==> src/rtl/vga_fill_ctrl.sv <==
// Rectangle-fill engine and write-port arbiter for the 80x60 framebuffer.
// CPU pixel writes always win the port; the engine stalls one cycle per collision.
module vga_fill_ctrl #(
  parameter logic [31:0] BASE_AD = 32'h11180000,
  parameter int          FB_W    = 80,
  parameter int          FB_H    = 60
) (
  input  logic        CLK,
  input  logic        RST_N,
  input  logic [31:0] IOBUS_ADDR,
  input  logic [31:0] IOBUS_OUT,
  input  logic        IOBUS_WR,
  input  logic [12:0] CPU_WA,
  input  logic [7:0]  CPU_WD,
  input  logic        CPU_WE,
  output logic [12:0] FB_WA,
  output logic [7:0]  FB_WD,
  output logic        FB_WE,
  output logic [31:0] STATUS_RD,
  output logic        BUSY,
  output logic        DONE_INT
);

  typedef enum logic [1:0] {IDLE, FILL, DONE} state_t;

  localparam logic [7:0] FB_W_LIM = 8'(FB_W);
  localparam logic [6:0] FB_H_LIM = 7'(FB_H);

  state_t     state;
  logic [6:0] pos_x, size_w, s_x0, s_w, cx;
  logic [5:0] pos_y, size_h, s_y0, s_h, cy;
  logic [7:0] color, s_color;
  logic       start_ignored;

  logic       pos_wr, size_wr, color_wr, ctrl_wr;
  logic [7:0] px;
  logic [6:0] py;
  logic       pix_in, last_col, last_row;
  logic       unused_bus_bits;

  assign pos_wr   = IOBUS_WR && (IOBUS_ADDR == BASE_AD);
  assign size_wr  = IOBUS_WR && (IOBUS_ADDR == BASE_AD + 32'h4);
  assign color_wr = IOBUS_WR && (IOBUS_ADDR == BASE_AD + 32'h8);
  assign ctrl_wr  = IOBUS_WR && (IOBUS_ADDR == BASE_AD + 32'hC);

  // Sums are one bit wider than the fields so off-screen pixels clip instead of wrapping.
  assign px       = {1'b0, s_x0} + {1'b0, cx};
  assign py       = {1'b0, s_y0} + {1'b0, cy};
  assign pix_in   = (px < FB_W_LIM) && (py < FB_H_LIM);
  assign last_col = (cx == s_w - 7'd1);
  assign last_row = (cy == s_h - 6'd1);

  assign BUSY      = (state != IDLE);
  assign STATUS_RD = {30'd0, start_ignored, BUSY};

  assign unused_bus_bits = ^IOBUS_OUT[30:14];

  always_ff @(posedge CLK or negedge RST_N) begin
    if (!RST_N) begin
      state         <= IDLE;
      pos_x         <= '0;
      pos_y         <= '0;
      size_w        <= '0;
      size_h        <= '0;
      color         <= '0;
      s_x0          <= '0;
      s_y0          <= '0;
      s_w           <= '0;
      s_h           <= '0;
      s_color       <= '0;
      cx            <= '0;
      cy            <= '0;
      start_ignored <= 1'b0;
      FB_WA         <= '0;
      FB_WD         <= '0;
      FB_WE         <= 1'b0;
      DONE_INT      <= 1'b0;
    end else begin
      if (pos_wr) begin
        pos_x <= IOBUS_OUT[6:0];
        pos_y <= IOBUS_OUT[13:8];
      end
      if (size_wr) begin
        size_w <= IOBUS_OUT[6:0];
        size_h <= IOBUS_OUT[13:8];
      end
      if (color_wr) color <= IOBUS_OUT[7:0];

      // A START that arrives while busy is remembered rather than queued.
      if (ctrl_wr) begin
        if (state != IDLE)       start_ignored <= 1'b1;
        else if (IOBUS_OUT[31])  start_ignored <= 1'b0;
      end

      FB_WE    <= 1'b0;
      DONE_INT <= 1'b0;
      if (CPU_WE) begin
        FB_WE <= 1'b1;
        FB_WA <= CPU_WA;
        FB_WD <= CPU_WD;
      end

      case (state)
        IDLE: begin
          if (ctrl_wr) begin
            s_x0    <= pos_x;
            s_y0    <= pos_y;
            s_w     <= size_w;
            s_h     <= size_h;
            s_color <= color;
            cx      <= '0;
            cy      <= '0;
            if (size_w == '0 || size_h == '0) begin
              state    <= DONE;
              DONE_INT <= 1'b1;
            end else begin
              state <= FILL;
            end
          end
        end
        FILL: begin
          if (!CPU_WE) begin
            if (pix_in) begin
              FB_WE <= 1'b1;
              FB_WA <= {py[5:0], px[6:0]};
              FB_WD <= s_color;
            end
            if (last_col) begin
              cx <= '0;
              cy <= cy + 6'd1;
              if (last_row) begin
                state    <= DONE;
                DONE_INT <= 1'b1;
              end
            end else begin
              cx <= cx + 7'd1;
            end
          end
        end
        DONE: state <= IDLE;
        default: state <= IDLE;
      endcase
    end
  end

endmodule

==> config.mk <==
export PLATFORM = sky130hd
export DESIGN_NAME = vga_fill_ctrl
export DESIGN_NICKNAME = d
export VERILOG_FILES = /design/src/rtl/vga_fill_ctrl.sv
export SDC_FILE = /design/constraint.sdc
export NUM_CORES = 1
export LEC_CHECK = 0
export CAP_MARGIN = 20
export CORE_ASPECT_RATIO = 0.75
export CORE_MARGIN = 2
export CORE_UTILIZATION = 45
export CTS_CLUSTER_SIZE = 12
export DETAILED_ROUTE_END_ITERATION = 12
export PLACE_DENSITY = 0.74
export SLEW_MARGIN = 15
export SYNTH_ARGS = -nofsm -noshare
export SYNTH_HDL_FRONTEND = slang
export SYNTH_SLANG_ARGS = --single-unit
==> constraint.sdc <==
create_clock -name CLK -period 3.9 [get_ports CLK]
set_clock_uncertainty 0.05 [all_clocks]
set_input_delay 0.78 -clock CLK [delete_from_list [all_inputs] [get_ports CLK]]
set_output_delay 0.78 -clock CLK [all_outputs]
set_load 0.01 [all_outputs]
# Word-level counts from Yosys, hierarchy flattened
# Cells that the tools add are included.
# totals
ram_bits	0
word_cells	88
latchBits	0
romBits	0
reg_bits	107
memories	0
output_inout_bits	56
# classes
magnitude_cmp	2
shifts	0
n_mux	34
reduce_logical	17
multipliers	0
n_eq_ne	11
addsub	6
div_mod_pow	0
bitwise	0
# op_table
cell	n
$eq 32x29->1 const B	4
$mux 13	4
$mux 8	4
$mux 7	3
$mux 6	3
$pmux 7 s2	1
$pmux 6 s2	1
$mux 1	11
$mux 2	5
$add 7x7->8	1
$lt 8x7->1 const B	1
$ne 2x2->1 const B	4
$reduce_and 4->1	2
$add 6x6->7	1
$add 7x1->7 const B	1
$eq 7x7->1	1
$logic_not 7->1	1
$lt 7x6->1 const B	1
$sub 7x1->7 const B	1
$add 6x1->6 const B	1
$eq 6x6->1	1
$logic_not 6->1	1
$reduce_bool 2->1	3
$sub 6x1->6 const B	1
other kinds (8)	13

# Logic depth before layout (Yosys ltp)
# logic_depth
ltp_word	6
ltp_mapped	12
ltp_nobuf	10

# Worst setup path after synthesis
# No wires, ideal clock.
# synth_timing
path_kind	register to register
startpoint	register cx[0]
endpoint	register FB_WA[0]
t_required_ns	3.725
t_arrival_ns	2.708
setup_ns	0.125
slack_ns	1.017
path_stages_with_launch	12
n_path_buf	1
period_less_slack_ns	2.883
path_cell_list	dfrtp_1 -> ha_1 -> inv_1 -> fa_1 -> and2b_1 -> o22a_1 -> a2111oi_0 -> a311oi_1 -> nor3_2 -> or3_1 -> buf_6 -> mux2_4
# synth_between
elab_chain_len	6
# synth_lines
item	line_no	source
start, declared	30	logic [6:0] pos_x, size_w, s_x0, s_w, cx;
start signal, assigned	136	cx <= cx + 7'd1;
$add 7x7->8 (*)	47	assign px = {1'b0, s_x0} + {1'b0, cx};
$lt 8x7->1	49	assign pix_in = (px < FB_W_LIM) && (py < FB_H_LIM);
$logic_and 1x1->1	49	
$mux 13 (*)	123	if (pix_in) begin
$mux 13 (*)	122	if (!CPU_WE) begin
$mux 13 (*)	103	case (state)
end signal, assigned	125	FB_WA <= {py[5:0], px[6:0]};
end, declared	16	output logic [12:0] FB_WA,
# Mark *: on every way between the ends. The rest lies on a longest branch, timed or not.
# A chain may end at the register's enable or synchronous reset.

# Worst setup path in the final report
# layout_timing
startpoint	register cx[0]
endpoint	register FB_WD[1]
# layout_between
elab_chain_len	6
# layout_lines
item	line_no	source
$add 7x7->8	47	
$lt 8x7->1	49	
$logic_and 1x1->1	49	
$mux 8	123	
$mux 8	122	
$mux 8	103	
end signal, assigned	126	FB_WD <= s_color;
end, declared	17	output logic [7:0] FB_WD,
# No other way between the ends.

==> impl_metrics.yaml <==
logic_synthesis:
  syn_area_mm2: 0.005839
  yosys.cell_count.top_type: "dfrtp_1"
  syn_area_per_cell_um2: 11.52
  synth_edf_count: 0
  synth_flop_cell: "dfrtp_1"
  async_flop_share_pct: 100.0
  syn_inst: 507
  yosys_warnings: 0
  ys_seq_area_share_pct: 45.85
  synth.distinct_cells: 61
  synth_top_area_share_pct: 45.85
  synthTopCellsByArea: "dfrtp_1, mux2_2, mux2i_1"
  yosysTopAreaCell: "dfrtp_1"
  yosys_register_bits: 107
  ys_top_cells_by_count: "dfrtp_1, mux2_2, buf_4, mux2i_1, nor4_1"
cells_and_area:
  antennaDiodeCount: 0
  fin_nets: 713
  layout-drive-gt1-share_pct: 19.34
  area_growth_pct: 22.69
  instances_no_fill: 781
placement:
  dp_cells: 765
  portBuffers: 97
  gp_congestion: 0.8420
  dpl.hpwl_mm: 9.879
  pre_cts_ws_ns: 0.5494
cts:
  holdBufCountCts: 0
  ctsRootBufferMaster: "clkbuf_16"
  cts_made_buffers: 9
  cts_max_level: 3
  clock-sinks: 107
  post_cts_buffers: 0
  clk-insertion-delay-late_ns: 0.34
  clockBufferDepth: 2
  cts_tree: "built"
  ctsResizeCount: 0
  clk_pin_slew_worst_paths_ns: 0.07
drt:
  detail_route.wl_per_cell_um: 16.71
  wirelength_mm: 13.05
  ant_nets: 0
  vias: 4166
  route.detailed.drc: 0
  drt_iter0_drc: 217
  vias_per_cell: 5.334
  dr.pass1.iters: 4
timing:
  final_hold_viol_count: 0
  tns_ns: 0
  fmax_ghz: 0.2957
  rsz0062_at_grt: "no"
  worst_pin_slew_ns: 0.8679
  max_slew_margin_pct: 42.14
  finalCriticalPeriod_ns: 3.382
  fin_crit_sh_pct: 86.72
  setup_ws_ns: 0.5180
  final_max_slew_viol_count: 0
  setup_viol: 0
grt:
  grt_start_max_net_pins: 71
  grt_first_pass_wirelength_mm: 21.41
  grt_overflow: 0
  grt.total_usage_pct: 19.83
  grt_pass1_vias: 4200
  antenna_found_initial: 0
worst_setup_path:
  worstPathArrival_ns: 3.61
  path_max_fanout: 11
  cp-end-kind: "flip-flop"
  startpoint_type: "flip-flop"
  critical_path_class: "reg2reg"
  required_ns: 4.12
floorplanning:
  initial_core_util_pct: 45.49
  core_mm2: 0.01284
  die_y_um: 102.7
  die_width_um: 135.5
  rows: 36
  ios: 145
  die-area_mm2: 0.01391
power_and_ir_drop:
  vdd_ir_drop_max_mv: 0.2911
  cellLeakagePower_uw: 0.003356
  p_per_area_mw_per_mm2: 322.5
flow_run:
  cap_violations: 0
worst_hold_path:
  hold_class: "reg2reg"
run_status:
  status: "completed"
-- critical path, cell delays in order (launching register included) --
cell       delay, ns
dfrtp_1         0.44
ha_1            0.20
inv_1           0.05
fa_1            0.40
and2b_1         0.27
o22a_1          0.19
a2111oi_0       0.10
a311oi_1        0.41
nor3_2          0.11
or3_1           0.64
buf_4           0.31
a21oi_2         0.13
-- kinds of logic after synthesis --
family	Yosys count	share of synthesized area, %
flops	107	45.85
other cells	1	0.06422
mux	100	18.83
fa+ha+maj	19	4.328
xor+xnor	23	3.450
simple gates	113	10.93
buf+inv	68	6.878
compound gates	76	9.664
-- path summary, 6_finish.rpt --
| kind | start | cells past startpoint | to | slack, ns |
|---|---|---|---|---|
| max reg2reg | cx[0] | 11 | FB_WD[1] | 0.52 |
| min | FB_WA[6] | 1 | FB_WA[6] | 0.45 |
| max | cx[0] | 11 | FB_WD[1] | 0.52 |
| min in group asynchronous | RST_N | 1 | FB_WA[10] | 0.49 |
| max in group asynchronous | RST_N | 2 | s_color[1] | 2.51 |
| min reg2reg | FB_WA[6] | 1 | FB_WA[6] | 0.45 |
-- layout make-up --
class / count / area, um^2
Fill cell: 1044 / 5673
Multi-Input combinational cell: 361 / 2875
Sequential cell: 107 / 2678
Timing Repair Buffer: 108 / 1051
Clock buffer: 11 / 232.7
Tap cell: 171 / 214.0
Inverter: 18 / 67.56
Clock inverter: 5 / 46.29
-- layer usage --
metal  wire length, um  vias to the layer above  GRT usage [%]
met1              6135                     2030          27.26
met2              5876                      149          32.21
met3               913                       13          4.523
li1                  -                     1974              -
met4               123                        0          5.128
met5                 0                        -              0
-- registers in the layout, summed over array words and instances (netlist names), 2 cells and up --
signal and flops:
FB_WA 13, cy 6, FB_WD 8, color 8, cx 7, pos_y 6, size_w 7, s_color 8
s_x0 7, state 2, size_h 6, s_w 7, s_h 6, s_y0 6, pos_x 7
-- layout by cell type, fill, tap and decap left out, types with 8 or more instances in the layout --
master and count:
nor3_1 8, nand2_1 19, nor4_1 19, mux2i_1 27, clkbuf_16 9, mux2_2 71, o21ai_0 14, a21oi_2 11
nor2_1 17, dfrtp_1 107, xor2_1 10, clkdlybuf4s50_1 96, a21oi_1 8, ha_1 17, xnor2_1 13, inv_1 18
nand3_1 12, conb_1 30, buf_4 12
-- metrics by stage --
stage / total power [uW] / cell area [um^2] / hold WS, ns / utilization [%]
final: 2310 / 7164 / 0.4468 / 55.81
after global routing: 2411 / 7164 / 0.4727 / 55.81
after CTS: 2334 / 7164 / 0.4517 / 55.81
after detailed placement: 1475 / 6885 / 0.4345 / 53.64
after global placement: 1467 / 6885 / 0.4186 / 53.64
after floorplan: 1322 / 5948 / 0.4209 / -
-- power breakdown --
group	switching, uW	internal (uW)
clock network	413	444
registers	26.5	1140
logic	129	158
total	568	1740
(Power assumes the default switching activity.)
==> edit (same flow settings) <==
Register the output `STATUS_RD`; this adds one clock of latency there. The other outputs are not delayed to match.
--- a/src/rtl/vga_fill_ctrl.sv
+++ b/src/rtl/vga_fill_ctrl.sv
@@ -51,7 +51,9 @@
   assign last_row = (cy == s_h - 6'd1);
 
   assign BUSY      = (state != IDLE);
-  assign STATUS_RD = {30'd0, start_ignored, BUSY};
+  always_ff @(posedge CLK) begin
+    STATUS_RD <= {30'd0, start_ignored, BUSY};
+  end
 
   assign unused_bus_bits = ^IOBUS_OUT[30:14];
 
Behaviour: not the same (a bounded check fails within 4 cycles, from zero or initial values and one cycle with RST_N low).
==> edit against the original RTL <==
- critical path depth unchanged
- critical endpoint is now FB_WA[10]
- synthesized area up 0.47%
- total power up 3.4%
- setup slack better by 0.11 ns
- global-route usage up 0.16 points
- largest cell class unchanged
- routed wire length up 1.5%
- sequential cell count up 2
- design area up 1.0%
- count of clock-buffer cells in the layout down 1
==> edit: results (changes against the original RTL) <==
- CP arrival: 3.51 ns (was 3.61 ns)
- Signal buf overhead: 14.6% (was 14.7%)
- Maximum VDD drop: 284 uV (was 291 uV)
- Via Count: 4224 (was 4166)
- Max FO, Critical Path: 10 (was 11)
- Multi-input gate share of the layout cell area: 39.8% (was 40.1%)
- Hold depth: 0 (was 1)
- GR Util All Layers: 20.0% (was 19.8%)
- Layout Cells excl Fill: 782 (was 781)
- Clk Latency, worst-skew pair: 0.36 ns (was 0.34 ns)
- Worst-Margin Slew: 0.654 ns (was 0.868 ns)
- Sequential cells: 109 (was 107)
- Dpl hpwl: 9970 um (was 9880 um)
- Final nets: 714 (was 713)
- Ys async rst share: 98.2% (was 100%)
- Post-CTS Setup Inserts: 0 (unchanged)
- Final Setup Violations: 0 (unchanged)
- Comb power: 0.288 mW (was 0.287 mW)
- 1st-pass router iterations: 4 (unchanged)
- Per-cell routed wire length: 16.9 um (was 16.7 um)
- First-pass GRT wire length: 21500 um (was 21400 um)
- Ranking of synthesized cells by area: dfrtp_1 46%, mux2_2 14%, mux2i_1 4.6% (unchanged)
- Routability cong.: 0.811 (was 0.842)
- Filler cell count: 1060 (was 1044)
- Flop pwr share: 49.7% (was 50.5%)
- Clock Power Share: 38.2% (was 37.1%)
- Layout cells sized above 1: 19.6% (was 19.3%)
- Netlist cell types: 62 (was 61)
- Hold Path Origin: start_ignored (was FB_WA[6])
- Number of global-route vias before repair: 4278 (was 4200)
- Seq/Total Area, Yosys: 46.3% (was 45.9%)
- Outcome: finished clean (unchanged)
- Register area: 0.00272 mm^2 (was 0.00268 mm^2)
- Clk cell area share: 4.15% (was 3.89%)
- Met1 Usage GRT: 27.6% (was 27.3%)
- Cells after DPL: 766 (was 765)
- Non-clk bufs: 107 (was 108)
- Met2 Track Usage GR: 32.0% (was 32.2%)
- Multi-In Gates: 361 (unchanged)
- Cell area after placement: 0.00694 mm^2 (was 0.00689 mm^2)
- Commonest cells in the netlist: 107 x dfrtp_1, 71 x mux2_2, 30 x buf_4 (was 107 x dfrtp_1, 71 x mux2_2, 32 x buf_4)
- M3 GR Usage: 4.23% (was 4.52%)
- Syn Area/Cell: 11.6 um^2 (was 11.5 um^2)
- 1st-iter DRT viols: 299 (was 217)
- Static leakage: 3.38 nW (was 3.36 nW)
edit: final timing paths:
check | slack (ns) | endpoint
worst max-delay path | 0.63 | FB_WA[10]
worst min register to register | 0.36 | STATUS_RD[1]
max in group asynchronous | 2.68 | FB_WA[4]
worst max register to register | 0.63 | FB_WA[10]
min in group asynchronous | 0.39 | color[0]
worst min-delay path | 0.36 | STATUS_RD[1]
edit: kinds of logic (layout without fill, tap and decap cells):
logic type | after synthesis | in the layout | synth area share (%)
AO/OA/AOI/OAI | 75 | 75 | 9.58
XOR/XNOR | 23 | 23 | 3.43
adder cells (fa/ha/maj) | 19 | 19 | 4.31
buffers and inverters | 65 | 141 | 6.53
flip-flops | 109 | 109 | 46.3
multiplexers | 100 | 100 | 18.7
other | 1 | 30 | 0.0639
AND/OR/NAND/NOR | 114 | 114 | 11.0
edit: per-layer routing:
metal | routed length (um) | vias up
met5 | 0 | -
met4 | 231 | 0
met3 | 966 | 18
met2 | 5940 | 151
met1 | 6110 | 2071
li1 | - | 1984
